<file path="src/rtl/alu_exec_if.sv">
// alu_exec_if -- request/response bundle for alu_exec_unit.
//
// Handshake rules (both channels follow them):
//   - A request transfers on a rising edge where in_valid && in_ready.
//     in_ready is high only while the unit is idle; in_valid seen at any
//     other time is ignored.
//   - A result transfers on a rising edge where out_valid && out_ready.
//     While out_valid is high, result/zero/illegal do not change.
//     out_ready has no effect while out_valid is low.
//
// Signals:
//   in_valid, alu_ctrl[3:0], a, b  : request (master -> unit)
//   in_ready                       : unit idle, can accept a request
//   out_valid, result, zero, illegal : response (unit -> master)
//   out_ready                      : consumer takes the result
//   busy                           : unit is not idle
interface alu_exec_if #(
  parameter int WIDTH = 32
);
  logic             in_valid;
  logic             in_ready;
  logic [3:0]       alu_ctrl;
  logic [WIDTH-1:0] a;
  logic [WIDTH-1:0] b;
  logic             out_valid;
  logic             out_ready;
  logic [WIDTH-1:0] result;
  logic             zero;
  logic             illegal;
  logic             busy;

  modport master (
    output in_valid, alu_ctrl, a, b, out_ready,
    input  in_ready, out_valid, result, zero, illegal, busy
  );

  modport slave (
    input  in_valid, alu_ctrl, a, b, out_ready,
    output in_ready, out_valid, result, zero, illegal, busy
  );
endinterface

</file>
<file path="src/rtl/alu_exec_unit.sv">
// alu_exec_unit -- multi-cycle ALU execute stage with valid/ready handshake.
//
// Ports:
//   clk        : single clock, all state on the rising edge
//   reset      : synchronous, active-high; aborts any in-flight operation
//   bus        : alu_exec_if.slave (request, response, busy)
//   dbg_state  : current FSM state encoding (IDLE=0, EXEC=1, DONE=2)
//
// Codes: 0000 AND, 0001 OR, 0010 ADD, 0110 SUB, 0111 SLT (signed),
//        1000 LUI, 1100 NOR, 1001 MUL (only with ALU_EXEC_MUL_EN).
//        Any other code yields result 0 with illegal set.
//
// Configuration macro: ALU_EXEC_MUL_EN
//   defined   : MUL runs as a WIDTH-step shift-add through the EXEC state,
//               result valid WIDTH+1 cycles after acceptance.
//   undefined : no EXEC state, no multiplier; 1001 is an illegal code.
//
// Single-cycle ops go IDLE -> DONE at the accepting edge; the result is
// latched there, so later operand changes cannot disturb it.
module alu_exec_unit #(
  parameter int WIDTH = 32
) (
  input  logic        clk,
  input  logic        reset,
  alu_exec_if.slave   bus,
  output logic [1:0]  dbg_state
);

  localparam logic [3:0] OP_AND = 4'b0000;
  localparam logic [3:0] OP_OR  = 4'b0001;
  localparam logic [3:0] OP_ADD = 4'b0010;
  localparam logic [3:0] OP_SUB = 4'b0110;
  localparam logic [3:0] OP_SLT = 4'b0111;
  localparam logic [3:0] OP_LUI = 4'b1000;
  localparam logic [3:0] OP_NOR = 4'b1100;

  typedef enum logic [1:0] {
    IDLE = 2'b00,
`ifdef ALU_EXEC_MUL_EN
    EXEC = 2'b01,
`endif
    DONE = 2'b10
  } state_t;

  state_t           state_q, state_d;
  logic [WIDTH-1:0] result_q, result_d;
  logic             illegal_q, illegal_d;

  logic [WIDTH-1:0] alu_res;
  logic             alu_legal;

`ifdef ALU_EXEC_MUL_EN
  localparam logic [3:0] OP_MUL = 4'b1001;
  localparam int         CW     = $clog2(WIDTH);

  // Shift-add multiplier: mcand shifts left, mplier shifts right, acc
  // accumulates mcand whenever the current multiplier LSB is set.
  logic [WIDTH-1:0] mcand_q, mcand_d;
  logic [WIDTH-1:0] mplier_q, mplier_d;
  logic [WIDTH-1:0] acc_q, acc_d;
  logic [CW-1:0]    cnt_q, cnt_d;
  logic [WIDTH-1:0] acc_step;
`endif

  // Single-cycle operation result from the live request operands.
  always_comb begin
    alu_res   = '0;
    alu_legal = 1'b1;
    case (bus.alu_ctrl)
      OP_AND:  alu_res = bus.a & bus.b;
      OP_OR:   alu_res = bus.a | bus.b;
      OP_ADD:  alu_res = bus.a + bus.b;
      OP_SUB:  alu_res = bus.a - bus.b;
      OP_SLT:  alu_res = {{(WIDTH-1){1'b0}}, ($signed(bus.a) < $signed(bus.b))};
      OP_LUI:  alu_res = WIDTH'(bus.b[15:0]) << 16;
      OP_NOR:  alu_res = ~(bus.a | bus.b);
      default: begin
        alu_res   = '0;
        alu_legal = 1'b0;
      end
    endcase
  end

  always_comb begin
    state_d   = state_q;
    result_d  = result_q;
    illegal_d = illegal_q;
`ifdef ALU_EXEC_MUL_EN
    mcand_d   = mcand_q;
    mplier_d  = mplier_q;
    acc_d     = acc_q;
    cnt_d     = cnt_q;
    acc_step  = acc_q + (mplier_q[0] ? mcand_q : '0);
`endif
    case (state_q)
      IDLE: begin
        if (bus.in_valid) begin
          result_d  = alu_res;
          illegal_d = !alu_legal;
          state_d   = DONE;
`ifdef ALU_EXEC_MUL_EN
          if (bus.alu_ctrl == OP_MUL) begin
            result_d  = result_q;
            illegal_d = illegal_q;
            mcand_d   = bus.a;
            mplier_d  = bus.b;
            acc_d     = '0;
            cnt_d     = '0;
            state_d   = EXEC;
          end
`endif
        end
      end
`ifdef ALU_EXEC_MUL_EN
      EXEC: begin
        acc_d    = acc_step;
        mcand_d  = mcand_q << 1;
        mplier_d = mplier_q >> 1;
        cnt_d    = cnt_q + CW'(1);
        // Last step: publish the final sum directly so DONE lands exactly
        // WIDTH edges after the accepting edge.
        if (cnt_q == CW'(WIDTH - 1)) begin
          result_d  = acc_step;
          illegal_d = 1'b0;
          state_d   = DONE;
        end
      end
`endif
      DONE: begin
        if (bus.out_ready) state_d = IDLE;
      end
      default: state_d = IDLE;
    endcase
  end

  always_ff @(posedge clk) begin
    if (reset) begin
      state_q   <= IDLE;
      result_q  <= '0;
      illegal_q <= 1'b0;
`ifdef ALU_EXEC_MUL_EN
      mcand_q   <= '0;
      mplier_q  <= '0;
      acc_q     <= '0;
      cnt_q     <= '0;
`endif
    end else begin
      state_q   <= state_d;
      result_q  <= result_d;
      illegal_q <= illegal_d;
`ifdef ALU_EXEC_MUL_EN
      mcand_q   <= mcand_d;
      mplier_q  <= mplier_d;
      acc_q     <= acc_d;
      cnt_q     <= cnt_d;
`endif
    end
  end

  assign bus.in_ready  = (state_q == IDLE);
  assign bus.out_valid = (state_q == DONE);
  assign bus.busy      = (state_q != IDLE);
  assign bus.result    = result_q;
  assign bus.illegal   = illegal_q;
  // Zero flag derives from the latched result; gated so it reads 0 out of reset.
  assign bus.zero      = (state_q == DONE) && (result_q == '0);
  assign dbg_state     = state_q;

endmodule

</file>
<file path="src/flat_wrapper.sv">
// flat-port wrapper written by rule: the top's interface ports become plain ports
module alu_exec_unit_flat 
#(
  parameter int WIDTH = 32
)
  (clk, reset, dbg_state, bus_in_valid, bus_alu_ctrl, bus_a, bus_b, bus_out_ready, bus_in_ready, bus_out_valid, bus_result, bus_zero, bus_illegal, bus_busy);
  alu_exec_if #(.WIDTH(WIDTH)) bus_i ();
  input  logic clk;
  input  logic reset;
  output logic [1:0] dbg_state;
  input wire logic [$bits(bus_i.in_valid)-1:0] bus_in_valid;
  input wire logic [$bits(bus_i.alu_ctrl)-1:0] bus_alu_ctrl;
  input wire logic [$bits(bus_i.a)-1:0] bus_a;
  input wire logic [$bits(bus_i.b)-1:0] bus_b;
  input wire logic [$bits(bus_i.out_ready)-1:0] bus_out_ready;
  output wire logic [$bits(bus_i.in_ready)-1:0] bus_in_ready;
  output wire logic [$bits(bus_i.out_valid)-1:0] bus_out_valid;
  output wire logic [$bits(bus_i.result)-1:0] bus_result;
  output wire logic [$bits(bus_i.zero)-1:0] bus_zero;
  output wire logic [$bits(bus_i.illegal)-1:0] bus_illegal;
  output wire logic [$bits(bus_i.busy)-1:0] bus_busy;
  assign bus_i.in_valid = bus_in_valid;
  assign bus_i.alu_ctrl = bus_alu_ctrl;
  assign bus_i.a = bus_a;
  assign bus_i.b = bus_b;
  assign bus_i.out_ready = bus_out_ready;
  assign bus_in_ready = bus_i.in_ready;
  assign bus_out_valid = bus_i.out_valid;
  assign bus_result = bus_i.result;
  assign bus_zero = bus_i.zero;
  assign bus_illegal = bus_i.illegal;
  assign bus_busy = bus_i.busy;
  alu_exec_unit #(.WIDTH(WIDTH)) u_core (.clk(clk), .reset(reset), .bus(bus_i), .dbg_state(dbg_state));
endmodule
</file>
<file path="config.mk">
export PLATFORM = sky130hd
export DESIGN_NAME = alu_exec_unit_flat
export DESIGN_NICKNAME = d
export VERILOG_FILES = /design/src/rtl/alu_exec_if.sv /design/src/rtl/alu_exec_unit.sv /design/src/flat_wrapper.sv
export SDC_FILE = /design/constraint.sdc
export NUM_CORES = 1
export LEC_CHECK = 0
export CORE_MARGIN = 5
export CORE_UTILIZATION = 54
export DETAILED_ROUTE_END_ITERATION = 10
export PLACE_DENSITY = 0.79
export REMOVE_ABC_BUFFERS = 1
export SKIP_CTS_REPAIR_TIMING = 1
export SLEW_MARGIN = 20
export SYNTH_ARGS = -nofsm -noshare
export SYNTH_HDL_FRONTEND = slang
export SYNTH_SLANG_ARGS = --single-unit
</file>
<file path="constraint.sdc">
create_clock -name clk -period 4.5 [get_ports clk]
set_clock_uncertainty 0.1 [all_clocks]
set_input_delay 0.675 -clock clk [delete_from_list [all_inputs] [get_ports clk]]
set_output_delay 0.675 -clock clk [all_outputs]
set_load 0.03 [all_outputs]
</file>
==> run_results.csv, run 1 <==
group,metric,value,unit
placed_design,port_buffers,109,
layout,fillCellCount,1061,
worst_setup_path,cp_slowest_stage_delay,550,ps
floorplanning,ios,111,
power_and_ir_drop,pwr-share-clk,25.1,%
sta,finalSetupViolCount,0,
global_route,grt_max_degree,46,
placed_design,postPlaceCellArea,7760,µm²
worst_setup_path,r2r-start,"u_core.dbg_state[1]$_SDFFE_PP0P_",
worst_setup_path,critical_path_peak_fanout,4,
route,first_pass_iters,6,
yosys,synth_seq_area_share,10.6,%
power_and_ir_drop,p_seq_share,21.5,%
yosys,async_flop_share,0,%
worst_setup_path,end_kind,"register",
power_and_ir_drop,p_sw,627,µW
run_status,status,"finished, final reports clean",
worst_setup_path,crit_cells,13,
global_route,globalRoute.totalOverflow,0,
route,vias,7588,
placed_design,globalplace.congestion,1.05,
power_and_ir_drop,peakVddDrop,0.137,mV
layout,layout.nets,1183,
route,drc,0,
sta,finalCriticalPeriod,4150,ps
worst_setup_path,crit_chain,"clkdlybuf4s50_1, inv_1, ha_1, fa_1, o21ba_1, or4_1, and3_4, or4b_4, a21boi_2, a221oi_2, xnor2_2, nor2_1, o41a_1",
sta,fin_hold_ws,370,ps
power_and_ir_drop,swShare,42.4,%
sta,slew_headroom,45.9,%
sta,slew_viol_final,0,
sta,finalHoldViolCount,0,
placed_design,dpl.hpwl,17200,µm
power_and_ir_drop,power.density,187,nW/µm²
clocking,clk_latency,280,ps
worst_setup_path,critPathTopFamily,"simple AND/OR/NAND/NOR gates",
route,vias_per_cell,6.56,
worst_setup_path,r2r_setup_slack,2390,ps
clocking,root_buffer,"clkbuf_16",
clocking,cts_tree,"done",
worst_setup_path,r2r-end,"u_core.bus.result[29]$_SDFFE_PP0P_",
yosys,synthesis.area,6440,µm²
clocking,clock_path_buffers,2,
yosys,synthCells,922,
power_and_ir_drop,combPwrFrac,53.4,%
clocking,clock-sinks,34,
yosys,netlist_top_cells_area,"ha_1 (19%), dfxtp_1 (11%), a21oi_1 (7.8%)",
layout,final_cell_area,7910,µm²
floorplanning,dieHeight,119,µm
power_and_ir_drop,p_int,852,µW
floorplanning,initial_core_util,55.7,%
global_route,track_usage,31.1,%
yosys,synth_ff_type,"dfxtp_1",
layout,antenna_cells,0,
clocking,cts_max_level,2,
floorplanning,die_w,119,µm
route,drtIter0Drc,825,
sta,fmax,0.241,GHz
global_route,grt_first_pass_wirelength,36100,µm
sta,final.setup.tns,0,ps
yosys,synth_top_area_share,18.8,%
sta,worst_pin_slew,810,ps
yosys,synth_edf_count,0,
yosys,synth_seq_cells,34,
layout,drive_above_1_share,7.01,%
layout,mostFrequentLayoutCells,"clkdlybuf4s50_1 (109), a21oi_1 (101), ha_1 (97)",
worst_setup_path,slowest_stage,"or4b_4",
worst_setup_path,rr_worst_depth,7,
worst_setup_path,arrival,4230,ps
global_route,grt_pass1_vias,7065,
worst_setup_path,worstPathRequired,4580,ps
route,routed_wirelength,23200,µm
yosys,synth_top_area_cell,"ha_1",
yosys,yosys_warnings,0,
sta,rsz0062_at_grt,"no",
floorplanning,core_area,11600,µm²
global_route,antenna_found_initial,0,
worst_setup_path,cp-start-kind,"input port",
power_and_ir_drop,p_leak,3.36,nW
flow_run,cap_violations,0,
clocking,clk_pin_slew,60,ps
worst_setup_path,critical_path_buf_inv_count,2,
min_path,hold_path_class,"reg -> reg",
worst_setup_path,critPathLaunch,"bus_a[0]",
route,ant_nets,0,
floorplanning,dieArea,14200,µm²
worst_setup_path,crit_path_end,"u_core.bus.result[28]$_SDFFE_PP0P_",
clocking,cts_made_buffers,5,
route,routedWlPerCell,20.1,µm
sta,finalCritPeriodShare,92.3,%
layout,area_growth,22.8,%
worst_setup_path,crit_type,"in -> reg",
yosys,yosys.cell_types.count,76,
layout,final_common_cell,"clkdlybuf4s50_1",
yosys,avgSynthCellArea,6.99,µm²
floorplanning,std_cell_rows,39,
[Yosys cell counts (all sizes together), types with 20 or more instances]
cell / instances
a21oi: 101
ha: 97
inv: 92
nor2: 78
nand2: 71
clkbuf: 50
o21ai: 46
dfxtp: 34
nor3: 23
nand3: 21
o21bai: 20
[registers in the layout, indices dropped and copies added (netlist names)]
name / flops
u_core.bus.result: 32
u_core.bus.illegal: 1
u_core.dbg_state: 1
[stage by stage]
stage	cells	setup slack [ps]	power [mW]	util, %
floorplan	860	330	0.803	-
global placement	1148	119	1.08	67.1
detailed placement	1148	104	1.09	67.1
CTS	1156	371	1.46	68.4
global route	1156	162	1.55	68.4
finish	1156	346	1.48	68.4
[power by group through the flow]
stage | Clock [mW] | Sequential [mW] | Combinational [mW]
after floorplan | 0 | 0.343 | 0.460
after global placement | 0 | 0.325 | 0.760
after detailed placement | 0 | 0.325 | 0.763
after CTS | 0.369 | 0.318 | 0.769
after global routing | 0.382 | 0.319 | 0.850
final | 0.371 | 0.318 | 0.790
[layer usage]
layer	global-route usage (%)	vias to the layer above	routed length [µm]
met4	13.5	0	966
met3	5.97	82	2610
met1	40.9	3435	9480
met2	49.6	477	10200
li1	-	3594	-
met5	0	-	0
[how the worst min path moves through the flow]
stage / start / to / cells past startpoint
after CTS: u_core.bus.result[9]$_SDFFE_PP0P_ / u_core.bus.result[9]$_SDFFE_PP0P_ / 2
after floorplan: u_core.bus.result[4]$_SDFFE_PP0P_ / u_core.bus.result[4]$_SDFFE_PP0P_ / 2
after detailed placement: u_core.bus.result[9]$_SDFFE_PP0P_ / u_core.bus.result[9]$_SDFFE_PP0P_ / 2
after global routing: u_core.bus.result[4]$_SDFFE_PP0P_ / u_core.bus.result[4]$_SDFFE_PP0P_ / 2
final: u_core.bus.result[10]$_SDFFE_PP0P_ / u_core.bus.result[10]$_SDFFE_PP0P_ / 2
after global placement: u_core.bus.result[4]$_SDFFE_PP0P_ / u_core.bus.result[4]$_SDFFE_PP0P_ / 2
[layout make-up]
type                            count  area (µm²)  share of cell area, %
Inverter                           93         349                   4.41
Multi-Input combinational cell    733        5180                   65.5
Clock inverter                      1        5.00                 0.0633
Clock buffer                        7         143                   1.80
Timing Repair Buffer              145        1370                   17.4
Tap cell                          143         179                   2.26
Sequential cell                    34         681                   8.60
[cells by family (layout without fill, tap and decap cells)]
logic type	count (synthesis)	after routing	synth area share [%]
AOI/OAI and AO/OA	355	355	38.6
xor gates and xnor gates	4	4	0.661
adders and majority gates	99	99	19.5
buffers and inverters	155	246	9.34
DFF	34	34	10.6
muxes	14	14	2.21
other	1	1	0.0582
and+or+nand+nor	260	260	19.1
[worst min-delay path: stages, from the launching register on]
cell	delay [ps]
dfxtp_1	320
nand2_1	50
a21oi_1	50
No activity file was read; power rests on OpenSTA's default activity.
==> inputs of run 2 (changes only) <==
- clock period: 4.5 -> 5.1 ns (I/O delays scaled with it)
==> run_results.csv, run 2 (synthesis gave the netlist of run 1 again) <==
group,metric,value,unit
worst_setup_path,arrival,4410,ps
clocking,clk_pin_slew,60,ps
route,drc,0,
worst_setup_path,critPathLaunch,"bus_b[0]",
power_and_ir_drop,pwr-share-clk,27.7,%
sta,finalCritPeriodShare,85.1,%
layout,mostFrequentLayoutCells,"clkdlybuf4s50_1 (109), a21oi_1 (101), ha_1 (97)",
power_and_ir_drop,p_int,773,µW
worst_setup_path,crit_chain,"clkdlybuf4s50_1, ha_1, inv_1, fa_1, nor2b_1, o2111ai_1, a32oi_1, a221oi_2, o21ba_2, o21ai_0, nand2_1, mux2i_1, o41a_1",
layout,largest_reg_flops,32,
sta,final.setup.tns,0,ps
route,ant_nets,0,
floorplanning,core_area,11600,µm²
floorplanning,die_w,119,µm
global_route,grt_pass1_vias,7164,
floorplanning,initial_core_util,55.7,%
placed_design,globalplace.congestion,1.03,
worst_setup_path,cp-start-kind,"input port",
floorplanning,std_cell_rows,39,
global_route,grt_max_degree,37,
min_path,hold_path_class,"reg -> reg",
placed_design,dpl.hpwl,17300,µm
layout,final_common_cell,"clkdlybuf4s50_1",
route,vias_per_cell,6.70,
layout,layout.nets,1162,
sta,fmax,0.230,GHz
floorplanning,ios,111,
sta,slew_viol_final,0,
power_and_ir_drop,swShare,41.6,%
worst_setup_path,end_kind,"register",
sta,rsz0062_at_grt,"no",
sta,finalCriticalPeriod,4340,ps
power_and_ir_drop,combPwrFrac,51.1,%
worst_setup_path,critical_path_peak_fanout,6,
power_and_ir_drop,p_sw,551,µW
clocking,clock-sinks,34,
worst_setup_path,critPathTopFamily,"compound AO/OA/AOI/OAI gates",
min_path,worstHoldStart,"u_core.bus.result[4]$_SDFFE_PP0P_",
sta,finalHoldViolCount,0,
route,drtIter0Drc,878,
worst_setup_path,worstPathRequired,5170,ps
worst_setup_path,r2r-start,"u_core.dbg_state[1]$_SDFFE_PP0P_",
sta,slew_headroom,31.2,%
route,vias,7601,
worst_setup_path,critical_path_buf_inv_count,2,
sta,finalSetupViolCount,0,
clocking,cts_max_level,2,
clocking,cts_made_buffers,5,
layout,area_growth,20.4,%
power_and_ir_drop,p_seq_share,21.2,%
layout,fin_util,67.1,%
worst_setup_path,slowest_stage,"clkdlybuf4s50_1",
placed_design,port_buffers,109,
global_route,grt_first_pass_wirelength,36400,µm
route,first_pass_iters,6,
clocking,root_buffer,"clkbuf_16",
clocking,cts_tree,"done",
route,routedWlPerCell,20.3,µm
worst_setup_path,cp_slowest_stage_delay,540,ps
floorplanning,dieArea,14200,µm²
power_and_ir_drop,p_leak,3.26,nW
route,routed_wirelength,23100,µm
global_route,globalRoute.totalOverflow,0,
power_and_ir_drop,power.density,171,nW/µm²
global_route,antenna_found_initial,0,
global_route,track_usage,31.1,%
clocking,clock_path_buffers,2,
clocking,clk_latency,280,ps
worst_setup_path,crit_type,"in -> reg",
flow_run,cap_violations,0,
layout,antenna_cells,0,
sta,worst_pin_slew,1030,ps
run_status,status,"finished, final reports clean",
power_and_ir_drop,peakVddDrop,0.142,mV
floorplanning,dieHeight,119,µm
layout,drive_above_1_share,4.94,%
-- run 2: final timing paths --
path | to | slack (ps) | cells past startpoint
worst max-delay path | u_core.bus.result[28]$_SDFFE_PP0P_ | 760 | 13
worst min-delay path | u_core.bus.result[4]$_SDFFE_PP0P_ | 370 | 2
worst max register to register | u_core.bus.result[29]$_SDFFE_PP0P_ | 2740 | 7
worst min register to register | u_core.bus.result[4]$_SDFFE_PP0P_ | 370 | 2
-- run 2: cell type report --
type                    count  area [µm²]
flip-flops and latches     34         681
repair buffers            124        1200
clock inverters             1        30.0
well taps                 143         179
clock buffers               7         133
inverters                  93         349
fillers                  1088        3810
multi-input cells         733        5180
-- run 2: worst register-to-register path: stages, from the launching register on --
cell     delay (ps)
dfxtp_1         340
inv_1           130
nand2_1          90
buf_4           240
a211o_1         610
a21o_1          290
or2_2           270
o32ai_1         200
-- run 2: metrics by stage --
| stage | hold slack, ps | area (µm²) | worst slack [ps] | total power [mW] | cells |
|---|---|---|---|---|---|
| after floorplan | 485 | 6190 | 840 | 0.709 | 860 |
| after global placement | 359 | 7590 | 631 | 0.939 | 1127 |
| after detailed placement | 360 | 7590 | 574 | 0.941 | 1127 |
| after CTS | 369 | 7760 | 842 | 1.31 | 1135 |
| after global routing | 395 | 7760 | 546 | 1.39 | 1135 |
| final | 369 | 7760 | 760 | 1.32 | 1135 |
-- run 2: power by group through the flow --
stage / registers (mW) / logic (mW) / clock network (mW)
3_3_place_gp: 0.286 / 0.653 / 0
4_1_cts: 0.281 / 0.660 / 0.369
3_5_place_dp: 0.286 / 0.655 / 0
5_1_grt: 0.282 / 0.731 / 0.377
2_1_floorplan: 0.303 / 0.406 / 0
6_report: 0.281 / 0.677 / 0.366
-- run 2: metal layers --
layer / up-vias / share of wire [%] / global-route usage, %
li1: 3555 / - / -
met1: 3516 / 40 / 39.5
met2: 462 / 45 / 50.2
met3: 68 / 11 / 8.77
met4: 0 / 3.4 / 11.2
met5: - / 0 / 0
